--- config.mk ---
export PLATFORM = sky130hd
export DESIGN_NAME = bram_write_flat
export DESIGN_NICKNAME = d
export VERILOG_FILES = /design/src/rtl/bram_write_if.sv /design/src/rtl/bram_write.sv /design/src/flat_wrapper.sv
export SDC_FILE = /design/constraint.sdc
export NUM_CORES = 1
export LEC_CHECK = 0
export ABC_AREA = 1
export CORE_MARGIN = 2
export CORE_UTILIZATION = 30
export CTS_CLUSTER_SIZE = 12
export DETAILED_ROUTE_END_ITERATION = 8
export GPL_ROUTABILITY_DRIVEN = 0
export HOLD_SLACK_MARGIN = 0.05
export PLACE_DENSITY = 0.53
export RECOVER_POWER = 25
export SYNTH_ARGS = -nofsm -noshare
export SYNTH_HDL_FRONTEND = slang
export SYNTH_SLANG_ARGS = --single-unit
--- constraint.sdc ---
create_clock -name clk -period 4.2 [get_ports clk]
set_input_delay 0.84 -clock clk [delete_from_list [all_inputs] [get_ports clk]]
set_output_delay 0.84 -clock clk [all_outputs]
set_load 0.02 [all_outputs]
--- src/rtl/bram_write_if.sv ---
// Producer-to-BRAM stream and write-port bundle for bram_write.
// master drives beats and watches the BRAM port; slave is the write stage.
interface bram_write_if #(
  parameter int DATA_WIDTH = 8,
  parameter int ADDR_WIDTH = 16
);
  logic                  valid_in;
  logic [DATA_WIDTH-1:0] data_in;
  logic                  avail_out;
  logic [ADDR_WIDTH-1:0] address_out;
  logic [DATA_WIDTH-1:0] data_out;
  logic                  write_out;

  modport master (
    output valid_in, data_in,
    input  avail_out, address_out,
    input  data_out, write_out
  );

  modport slave (
    input  valid_in, data_in,
    output avail_out, address_out,
    output data_out, write_out
  );
endinterface

--- src/rtl/bram_write.sv ---
// Stream-to-BRAM write stage: FIFO-buffered beats written over an address window.
// Optional BRAM_WRITE_STATS_EN adds a saturating write_count output.
module bram_write #(
  parameter int DATA_WIDTH              = 8,
  parameter int LOG_MAX_ITERS           = 16,
  parameter int LOG_MAX_WRITES_PER_ITER = 16,
  parameter int LOG_MAX_ADDRESS         = 16,
  parameter int FIFO_SLOTS              = 4,
  parameter int LOG_FIFO_SLOTS          = 2
) (
  input  logic                               clk,
  input  logic                               rst,
  input  logic                               configure,
  input  logic [LOG_MAX_ITERS-1:0]           num_iters,
  input  logic [LOG_MAX_WRITES_PER_ITER-1:0] num_writes_per_iter,
  input  logic [LOG_MAX_ADDRESS-1:0]         base_address,
  bram_write_if.slave                        bus,
  output logic                               done,
  output logic                               overflow
`ifdef BRAM_WRITE_STATS_EN
  ,
  output logic [31:0]                        write_count
`endif
);

  localparam int CW = LOG_FIFO_SLOTS + 1;
  localparam logic [CW-1:0] FULL_CNT  = CW'(FIFO_SLOTS);
  localparam logic [CW-1:0] AVAIL_MAX = CW'(FIFO_SLOTS - 3);

  typedef enum logic [1:0] {
    IDLE,
    WRITE,
    DONE
  } state_t;

  state_t state, state_nxt;

  logic [LOG_MAX_ITERS-1:0]           iters_left;
  logic [LOG_MAX_WRITES_PER_ITER-1:0] writes_left;
  logic [LOG_MAX_WRITES_PER_ITER-1:0] writes_copy;
  logic [LOG_MAX_ADDRESS-1:0]         base_copy;
  logic [LOG_MAX_ADDRESS-1:0]         addr;

  logic [DATA_WIDTH-1:0]     mem [FIFO_SLOTS];
  logic [LOG_FIFO_SLOTS-1:0] wr_ptr;
  logic [LOG_FIFO_SLOTS-1:0] rd_ptr;
  logic [CW-1:0]             count;

  logic enabled;
  logic cfg_zero;
  logic pop;
  logic push;
  logic drop;
  logic iter_end;
  logic last;

  assign enabled  = (state == WRITE);
  assign cfg_zero = (num_iters == '0) ||
                    (num_writes_per_iter == '0);
  assign pop      = enabled && (count != '0) && !configure;
  assign push     = bus.valid_in && enabled && (count != FULL_CNT);
  assign drop     = bus.valid_in && !push;
  assign iter_end = (writes_left == LOG_MAX_WRITES_PER_ITER'(1));
  assign last     = iter_end && (iters_left == LOG_MAX_ITERS'(1));

  assign bus.avail_out = enabled && (count <= AVAIL_MAX);
  assign done          = (state == DONE);

  always_ff @(posedge clk or negedge rst) begin
    if (!rst) state <= IDLE;
    else      state <= state_nxt;
  end

  always_comb begin
    state_nxt = state;
    unique case (1'b1)
      configure:
        state_nxt = cfg_zero ? DONE : WRITE;
      pop && last:
        state_nxt = DONE;
      !configure && (state == DONE):
        state_nxt = IDLE;
      default: ;
    endcase
  end

  always_ff @(posedge clk or negedge rst) begin
    if (!rst) begin
      wr_ptr <= '0;
      rd_ptr <= '0;
      count  <= '0;
      for (int i = 0; i < FIFO_SLOTS; i++) mem[i] <= '0;
    end else begin
      if (push) begin
        mem[wr_ptr] <= bus.data_in;
        wr_ptr      <= wr_ptr + 1'b1;
      end
      if (pop) rd_ptr <= rd_ptr + 1'b1;
      if (push && !pop)      count <= count + 1'b1;
      else if (pop && !push) count <= count - 1'b1;
    end
  end

  always_ff @(posedge clk or negedge rst) begin
    if (!rst) begin
      iters_left  <= '0;
      writes_left <= '0;
      writes_copy <= '0;
      base_copy   <= '0;
      addr        <= '0;
    end else if (configure) begin
      iters_left  <= num_iters;
      writes_left <= num_writes_per_iter;
      writes_copy <= num_writes_per_iter;
      base_copy   <= base_address;
      addr        <= base_address;
    end else if (pop) begin
      // each iteration rewrites the same window from base
      if (iter_end && !last) begin
        iters_left  <= iters_left - 1'b1;
        writes_left <= writes_copy;
        addr        <= base_copy;
      end else begin
        writes_left <= writes_left - 1'b1;
        addr        <= addr + 1'b1;
      end
    end
  end

  always_ff @(posedge clk or negedge rst) begin
    if (!rst) begin
      bus.write_out   <= 1'b0;
      bus.address_out <= '0;
      bus.data_out    <= '0;
    end else begin
      bus.write_out <= pop;
      if (pop) begin
        bus.address_out <= addr;
        bus.data_out    <= mem[rd_ptr];
      end
    end
  end

  always_ff @(posedge clk or negedge rst) begin
    if (!rst) begin
      overflow <= 1'b0;
    end else begin
      if (configure) overflow <= 1'b0;
      if (drop)      overflow <= 1'b1;
    end
  end

`ifdef BRAM_WRITE_STATS_EN
  always_ff @(posedge clk or negedge rst) begin
    if (!rst)
      write_count <= '0;
    else if (configure)
      write_count <= '0;
    else if (pop && (write_count != 32'hFFFF_FFFF))
      write_count <= write_count + 1'b1;
  end
`endif

endmodule
--- src/flat_wrapper.sv ---
// flat-port wrapper written by rule: the top's interface ports become plain ports
module bram_write_flat 
#(
  parameter int DATA_WIDTH              = 8,
  parameter int LOG_MAX_ITERS           = 16,
  parameter int LOG_MAX_WRITES_PER_ITER = 16,
  parameter int LOG_MAX_ADDRESS         = 16,
  parameter int FIFO_SLOTS              = 4,
  parameter int LOG_FIFO_SLOTS          = 2
)
  (clk, rst, configure, num_iters, num_writes_per_iter, base_address, done, overflow, bus_valid_in, bus_data_in, bus_avail_out, bus_address_out, bus_data_out, bus_write_out);
  bram_write_if #(.DATA_WIDTH(DATA_WIDTH)) bus_i ();
  input  logic clk;
  input  logic rst;
  input  logic configure;
  input  logic [LOG_MAX_ITERS-1:0] num_iters;
  input  logic [LOG_MAX_WRITES_PER_ITER-1:0] num_writes_per_iter;
  input  logic [LOG_MAX_ADDRESS-1:0] base_address;
  output logic done;
  output logic overflow;
  input wire logic [$bits(bus_i.valid_in)-1:0] bus_valid_in;
  input wire logic [$bits(bus_i.data_in)-1:0] bus_data_in;
  output wire logic [$bits(bus_i.avail_out)-1:0] bus_avail_out;
  output wire logic [$bits(bus_i.address_out)-1:0] bus_address_out;
  output wire logic [$bits(bus_i.data_out)-1:0] bus_data_out;
  output wire logic [$bits(bus_i.write_out)-1:0] bus_write_out;
  assign bus_i.valid_in = bus_valid_in;
  assign bus_i.data_in = bus_data_in;
  assign bus_avail_out = bus_i.avail_out;
  assign bus_address_out = bus_i.address_out;
  assign bus_data_out = bus_i.data_out;
  assign bus_write_out = bus_i.write_out;
  bram_write #(.DATA_WIDTH(DATA_WIDTH), .LOG_MAX_ITERS(LOG_MAX_ITERS), .LOG_MAX_WRITES_PER_ITER(LOG_MAX_WRITES_PER_ITER), .LOG_MAX_ADDRESS(LOG_MAX_ADDRESS), .FIFO_SLOTS(FIFO_SLOTS), .LOG_FIFO_SLOTS(LOG_FIFO_SLOTS)) u_core (.clk(clk), .rst(rst), .configure(configure), .num_iters(num_iters), .num_writes_per_iter(num_writes_per_iter), .base_address(base_address), .bus(bus_i), .done(done), .overflow(overflow));
endmodule
==> summary.txt, run 1 <==
Run status
  – Status: finished with violations
  – Failing checks: capacitance limit, slew limit

Floorplan
  – Die Width: 166 µm
  – DIE HEIGHT: 166 µm
  – # IOs: 88
  – Core area: around 0.026 mm²
  – Initial Util: 30.5%
  – Die area: 0.0277 mm²
  – # rows: 59

GRT
  – Gr usage total: 16.0%
  – Vias in the first global route: 6,644
  – GR Overflow Total: 0
  – Antenna violations before repair: 0
  – First-pass GRT wire length: between 30,000 and 40,000 µm
  – Largest net degree at the start of global routing: 81

STA
  – Fin worst setup slack: about 1.3 ns
  – Clk_skew: 0.0120 ns
  – Fin. Hold Viols: 0
  – RSZ-0062 raised after global routing: no
  – Minimum clock period: approximately 2.9 ns
  – Fmax: 348 MHz
  – Slew headroom: -40.2%
  – Fin Hold WS: 0.466 ns
  – Final setup violating endpoints: 0
  – Worst slew pin tran: around 2.1 ns
  – TNS Setup: 0 ns
  – Final period utilization: 68.4%
  – Final number of max-transition violations: 121

Pwr
  – NetSw: 2440 µW
  – Worst VDD drop: 0.000266 V
  – Part of the power in registers: 38.0%
  – Pleak: 0.00473 µW
  – Sw Ratio: 40.3%
  – Pint: 3620 µW
  – P per Cell Area: between 600 and 700 mW/mm²
  – Clk pwr share: 25.3%
  – Comb pwr share: 36.8%

Final layout
  – Final #Nets: around 1.2k
  – Final core utilization: a little under two fifths
  – Antenna cells: 0
  – Area grow syn2layout: 22.0%
  – Area of the multi-input gates: ~0.0037 mm²
  – Final Cell Area: 0.00966 mm²
  – Storage cell area: around 0.0037 mm²
  – Layout cells sized above 1: under 10%
  – FILL cells: 2,793

Worst setup path
  – Worst r2r src: u_core.iters_left[10]$_DFFE_PN0P_
  – Worst path required time: 4.51 ns
  – Crit end category: register
  – Data arrival, critical path: about 3.2 ns
  – Start point of the critical path: u_core.iters_left[10]$_DFFE_PN0P_
  – Reg2reg setup slack: 1.33 ns
  – CP Class: reg -> reg
  – Critical Path Source Type: register
  – CP Max Fanout: 23

CTS
  – CTS max path bufs: 2
  – H-tree levels: 4
  – Num CTS Buffers: 17
  – CTS Hold Bufs: 0
  – Skew-Pair Late Insertion Delay: approximately 0.44 ns
  – Clock-pin slew on the worst setup and hold paths: 0.07 ns
  – Setup bufs post-CTS: 0
  – # resized after CTS: 0
  – TritonCTS sink count: ~150
  – Clock Tree Root: clkbuf_16
  – CTS tree: built

Placement
  – Place WS: 1.34 ns
  – Area after DPL: 0.00908 mm²
  – IO buf count: 87
  – HPWL after DPL: 15,200 µm

Synthesis
  – Synth top area cells: dfrtp_1 (46%), nand2_1 (17%), nor2_1 (5.4%), nand3_1 (5.2%), inv_1 (4.6%)
  – Post-synth ARST share: 100%
  – Avg Cell Area, Syn: 7.41 µm²
  – Area leader, netlist: dfrtp_1
  – Synthesized flop and latch total: 147
  – YS warnings: 0
  – Top-area cell type share of the netlist area: 46.5%
  – Mapped cell area: 0.00791 mm²
  – Post-synth EDFFs: 0
  – Post-synthesis cell count: 1,068
  – Most used flip-flop cell after synthesis: dfrtp_1
  – Post-synthesis sequential area ratio: 46.5%
  – Syn Nets: 1,142
  – Synth unique cells: 35

Run
  – Max capacitance violation total: 2

Detailed routing
  – Wire per inst: about 15 µm
  – DRT Wirelength: ~22,000 µm
  – Vias/cell: 4.66
  – Residual DRC: 0
  – Vias after detailed routing: approximately 6.9k
  – Number of DRC markers in iteration 0: 525
  – Initial DRT Pass Iterations: 5
  – ANT nets after route: 0

Hold path
  – Hold Crit Class: reg -> reg
  – HP Start: u_core.base_copy[4]$_DFFE_PN0P_
-- worst max-delay path: stages (launching register included) --
cell	delay [ns]
dfrtp_1	0.41
nor2_1	0.25
nand2_1	0.11
nor2_1	0.12
nand2_1	0.09
nand2_1	0.42
nand2_1	0.48
nand2_2	0.49
inv_2	0.20
nand2_1	0.10
o21ai_1	0.06
-- cells in the mapped netlist (9+ instances only) --
library cell / n
nand2_1: 363
dfrtp_1: 147
nor2_1: 113
inv_1: 97
nand3_1: 82
o21ai_0: 72
o21ai_1: 28
clkbuf_1: 24
a21oi_1: 22
xor2_1: 20
ha_1: 14
buf_2: 9
-- logic make-up after synthesis --
logic type / after synthesis / share of synthesized area (%)
multiplexers: 3 / 0.379
adder cells (fa/ha/maj): 14 / 2.21
flip-flops: 147 / 46.5
AO/OA/AOI/OAI: 155 / 11.1
buffers and inverters: 143 / 7.30
XOR/XNOR: 22 / 2.43
AND/OR/NAND/NOR: 584 / 30.0
-- power groups by stage --
stage | Sequential, µW | Combinational, µW | Clock [µW]
final | 2300 | 2230 | 1530
after global routing | 2380 | 2540 | 1630
after CTS | 2300 | 2260 | 1570
after floorplan | 2330 | 1460 | 0
after detailed placement | 2320 | 2240 | 0
after global placement | 2310 | 2230 | 0
-- cell usage in the layout, fill, tap and decap left out, types with 6 or more instances in the layout --
cell type and count:
nand2_1 363, dfrtp_1 147, nor2_1 113, inv_1 97, clkdlybuf4s50_1 85, nand3_1 81
o21ai_0 72, o21ai_1 28, a21oi_1 21, xor2_1 20, clkbuf_16 17, ha_1 14
o32ai_1 8, o21ai_2 8, inv_6 8, nand4_1 7, nor3_1 6, o22ai_1 6
o21bai_1 6
-- routing by layer --
layer	global-route usage, %	vias up	part of all wire (%)
met2	25.1	147	46
met3	3.14	10	3.8
li1	-	3549	-
met5	0	-	0
met1	22.9	3232	50
met4	3.30	0	0.57
-- path summary, 6_finish.rpt --
check                                                     to  cells after the start
max                        u_core.iters_left[15]$_DFFE_PN0P_                     10
min                          u_core.base_copy[4]$_DFFE_PN0P_                      2
max reg2reg                u_core.iters_left[15]$_DFFE_PN0P_                     10
min reg2reg                  u_core.base_copy[4]$_DFFE_PN0P_                      2
max in group asynchronous    u_core.base_copy[2]$_DFFE_PN0P_                      1
min in group asynchronous         u_core.mem[20]$_DFFE_PN0P_                      1
-- registers in the layout, summed over array words and instances (netlist names) --
name,count
u_core.addr,16
u_core.state,2
u_core.bus.data_out,8
u_core.writes_copy,16
u_core.bus.write_out,1
u_core.iters_left,16
u_core.count,3
u_core.bus.address_out,16
u_core.wr_ptr,2
u_core.rd_ptr,2
u_core.base_copy,16
u_core.overflow,1
u_core.writes_left,16
u_core.mem,32
-- layout make-up --
class | instances | share of cell area, %
Sequential cell | 147 | 38.1
Multi-Input combinational cell | 778 | 38.0
Timing Repair Buffer | 94 | 9.55
Clock buffer | 17 | 4.41
Tap cell | 335 | 4.34
Inverter | 103 | 4.00
Clock inverter | 15 | 1.65
-- through the flow --
step / instances / total power, µW
5_1_grt: 1489 / 6550
2_1_floorplan: 1068 / 3800
4_1_cts: 1489 / 6130
3_5_place_dp: 1457 / 4560
3_3_place_gp: 1457 / 4540
6_report: 1489 / 6060
No activity file was read; power rests on OpenSTA's default activity.
==> run 2: changes to the inputs <==
clock period = 2.8 ns   (was 4.2 ns; I/O delays follow)
==> run 2 against run 1 <==
Against the previous run: the run still ends with capacitance limit, slew limit left; worst hold slack is essentially flat; via count grew 1.6%; combinational power grew 54%; power grew 55%; final cell count grew 0.81%; sequential share of layout area shrank 0.61 points; largest power group unchanged; highest routed layer unchanged.
==> summary.txt, run 2 (synthesis results as in run 1) <==
Hold path
  – Hold Path End: u_core.base_copy[13]$_DFFE_PN0P_
  – Hold Crit Class: reg -> reg
  – Hold-critical path depth: 2 (unchanged)
  – HP Start: u_core.base_copy[13]$_DFFE_PN0P_

Worst setup path
  – Crit path max-delay family: buffers and inverters
  – Crit-path cells: inv_1 > ha_1 > a21oi_1 > nor3_1 > clkdlybuf4s50_1
  – CP Max Fanout: 4 (-83%)
  – Slowest cell on crit path: clkdlybuf4s50_1
  – Worst path required time: 2.24 ns (-2.27 ns)
  – Depth of the most critical reg-to-reg path: 11 (+1)
  – Reg2reg setup slack: 0.78 ns (-0.55 ns)
  – Worst r2r src: u_core.writes_left[4]$_DFFE_PN0P_
  – Slowest stage delay, CP: 0.63 ns (+0.14 ns)
  – Data arrival, critical path: 1.93 ns (-1.25 ns)
  – Buf/Inv on CP: 2 (+1)
  – Critical Path Source Type: register
  – CP Class: reg -> out
  – Reg-to-reg endpoint: u_core.iters_left[14]$_DFFE_PN0P_
  – Crit end category: output pin

CTS
  – Clock Tree Root: clkbuf_16
  – TritonCTS sink count: 147 (unchanged)
  – CTS max path bufs: 2 (unchanged)
  – CTS Hold Bufs: 0 (unchanged)
  – CTS tree: built
  – Num CTS Buffers: 17 (unchanged)
  – Clock-pin slew on the worst setup and hold paths: 0.07 ns (about the same)
  – Skew-Pair Late Insertion Delay: 0.42 ns (-0.02 ns)
  – # resized after CTS: 0 (unchanged)
  – H-tree levels: 4 (unchanged)
  – Setup bufs post-CTS: 0 (unchanged)

Final layout
  – Area grow syn2layout: 24.0%
  – FILL cells: 2,795 (+0.072%)
  – Largest reg by FF count: u_core.mem
  – Area of the multi-input gates: 0.00367 mm² (unchanged)
  – Layout cells sized above 1: 6.69% (+1.1 points)
  – Antenna cells: 0 (unchanged)
  – Largest register FFs: 32 (unchanged)
  – Commonest non-fill, non-tap cells in the layout: nand2_1 (363), dfrtp_1 (147), nor2_1 (113)
  – Final #Nets: 1,227 (+0.99%)
  – Storage cell area: 0.00368 mm² (unchanged)
  – Final core utilization: 37.8% (+0.61 points)
  – Most common cell after layout, fill and taps aside: nand2_1

STA
  – TNS Setup: 0 ns (unchanged)
  – Fmax: 402 MHz
  – Final period utilization: between 80% and 90%
  – Final setup violating endpoints: 0 (unchanged)
  – Slew headroom: -7.37% (+33 points)
  – Fin Hold WS: 0.466 ns (+0.000203 ns)
  – Clk_skew: 0.00901 ns (-0.00297 ns)
  – Final number of max-transition violations: 59 (-51%)
  – Minimum clock period: between 2 and 2.5 ns
  – Fin. Hold Viols: 0 (unchanged)
  – Worst slew pin tran: 1.61 ns (-0.492 ns)
  – RSZ-0062 raised after global routing: no

GRT
  – Largest net degree at the start of global routing: 65 (-20%)
  – First-pass GRT wire length: 36,500 µm (+3.3%)
  – Vias in the first global route: 6,926 (+4.2%)
  – Antenna violations before repair: 0 (unchanged)
  – GR Overflow Total: 0 (unchanged)
  – Gr usage total: 16.3% (+0.31 points)

Pwr
  – Worst VDD drop: 0.000404 V (+52%)
  – Pleak: 0.00481 µW (+1.7%)
  – P per Cell Area: 956 mW/mm² (+52%)

Placement
  – IO buf count: 87 (unchanged)
  – HPWL after DPL: 15,700 µm (+3.5%)

Floorplan
  – # rows: 59 (unchanged)
  – # IOs: 88 (unchanged)
  – Die area: 0.0277 mm² (unchanged)
  – Die Width: 166 µm (unchanged)
  – Initial Util: 30.5% (unchanged)
  – Core area: 0.0260 mm² (unchanged)
  – DIE HEIGHT: 166 µm (unchanged)

Run
  – Max capacitance violation total: 1 (-1)

Detailed routing
  – Number of DRC markers in iteration 0: 517 (-1.5%)
  – DRT Wirelength: 22,200 µm (+1.7%)
  – ANT nets after route: 0 (unchanged)
  – Vias/cell: 4.70 (+0.83%)
  – Initial DRT Pass Iterations: 5 (unchanged)
  – Wire per inst: 14.8 µm (+0.87%)
  – Vias after detailed routing: 7,052 (+1.6%)
  – Residual DRC: 0 (unchanged)

Run status
  – Status: finished with violations
  – Failing checks: capacitance limit, slew limit
## run 2: routing by layer
metal	wire length (µm)	global-route usage (%)	vias to the layer above
li1	-	-	3581
met1	10800	22.6	3310
met2	10200	26.0	147
met3	920	3.64	14
met4	243	3.56	0
met5	0	0	-
## run 2: worst max path at each step
stage	from	endpoint	cells after the start	slack (ns)
after floorplan	u_core.count[0]$_DFFE_PN0P_	u_core.count[2]$_DFFE_PN0P_	8	0.74
after detailed placement	bus_valid_in	u_core.count[2]$_DFFE_PN0P_	8	0.66
after global placement	bus_valid_in	u_core.count[2]$_DFFE_PN0P_	8	0.66
after CTS	u_core.count[1]$_DFFE_PN0P_	bus_avail_out	5	0.27
after global routing	u_core.count[1]$_DFFE_PN0P_	bus_avail_out	5	0.22
final	u_core.count[1]$_DFFE_PN0P_	bus_avail_out	5	0.31
## run 2: layout make-up
cell class | instances | area share [%]
sequential | 147 | 37.5
clock inverter | 13 | 2.01
multi-input combinational | 778 | 37.4
timing repair buffer | 106 | 10.3
clock buffer | 19 | 4.61
tap | 335 | 4.27
inverter | 103 | 3.94
## run 2: metrics by stage
step	setup WS, ns	power, µW	instance area, µm²	std cells
6_report	0.315	9390	9810	1501
3_3_place_gp	0.657	6880	9190	1469
2_1_floorplan	0.739	5700	7910	1068
5_1_grt	0.216	10100	9810	1501
3_5_place_dp	0.664	6910	9190	1469
4_1_cts	0.272	9480	9840	1501
## run 2: power breakdown
part           switching [µW]  internal, µW  leakage [µW]  total, µW
logic                    2070          1360       0.00270       3430
clock network             962          1560      0.000308       2520
registers                 595          2840       0.00181       3440
total                    3630          5760       0.00481       9390
## run 2: worst min-delay path, cell delays in order, from the launching register on
cell     delay (ns)
dfrtp_1        0.32
nand2_1        0.06
nand2_1        0.05
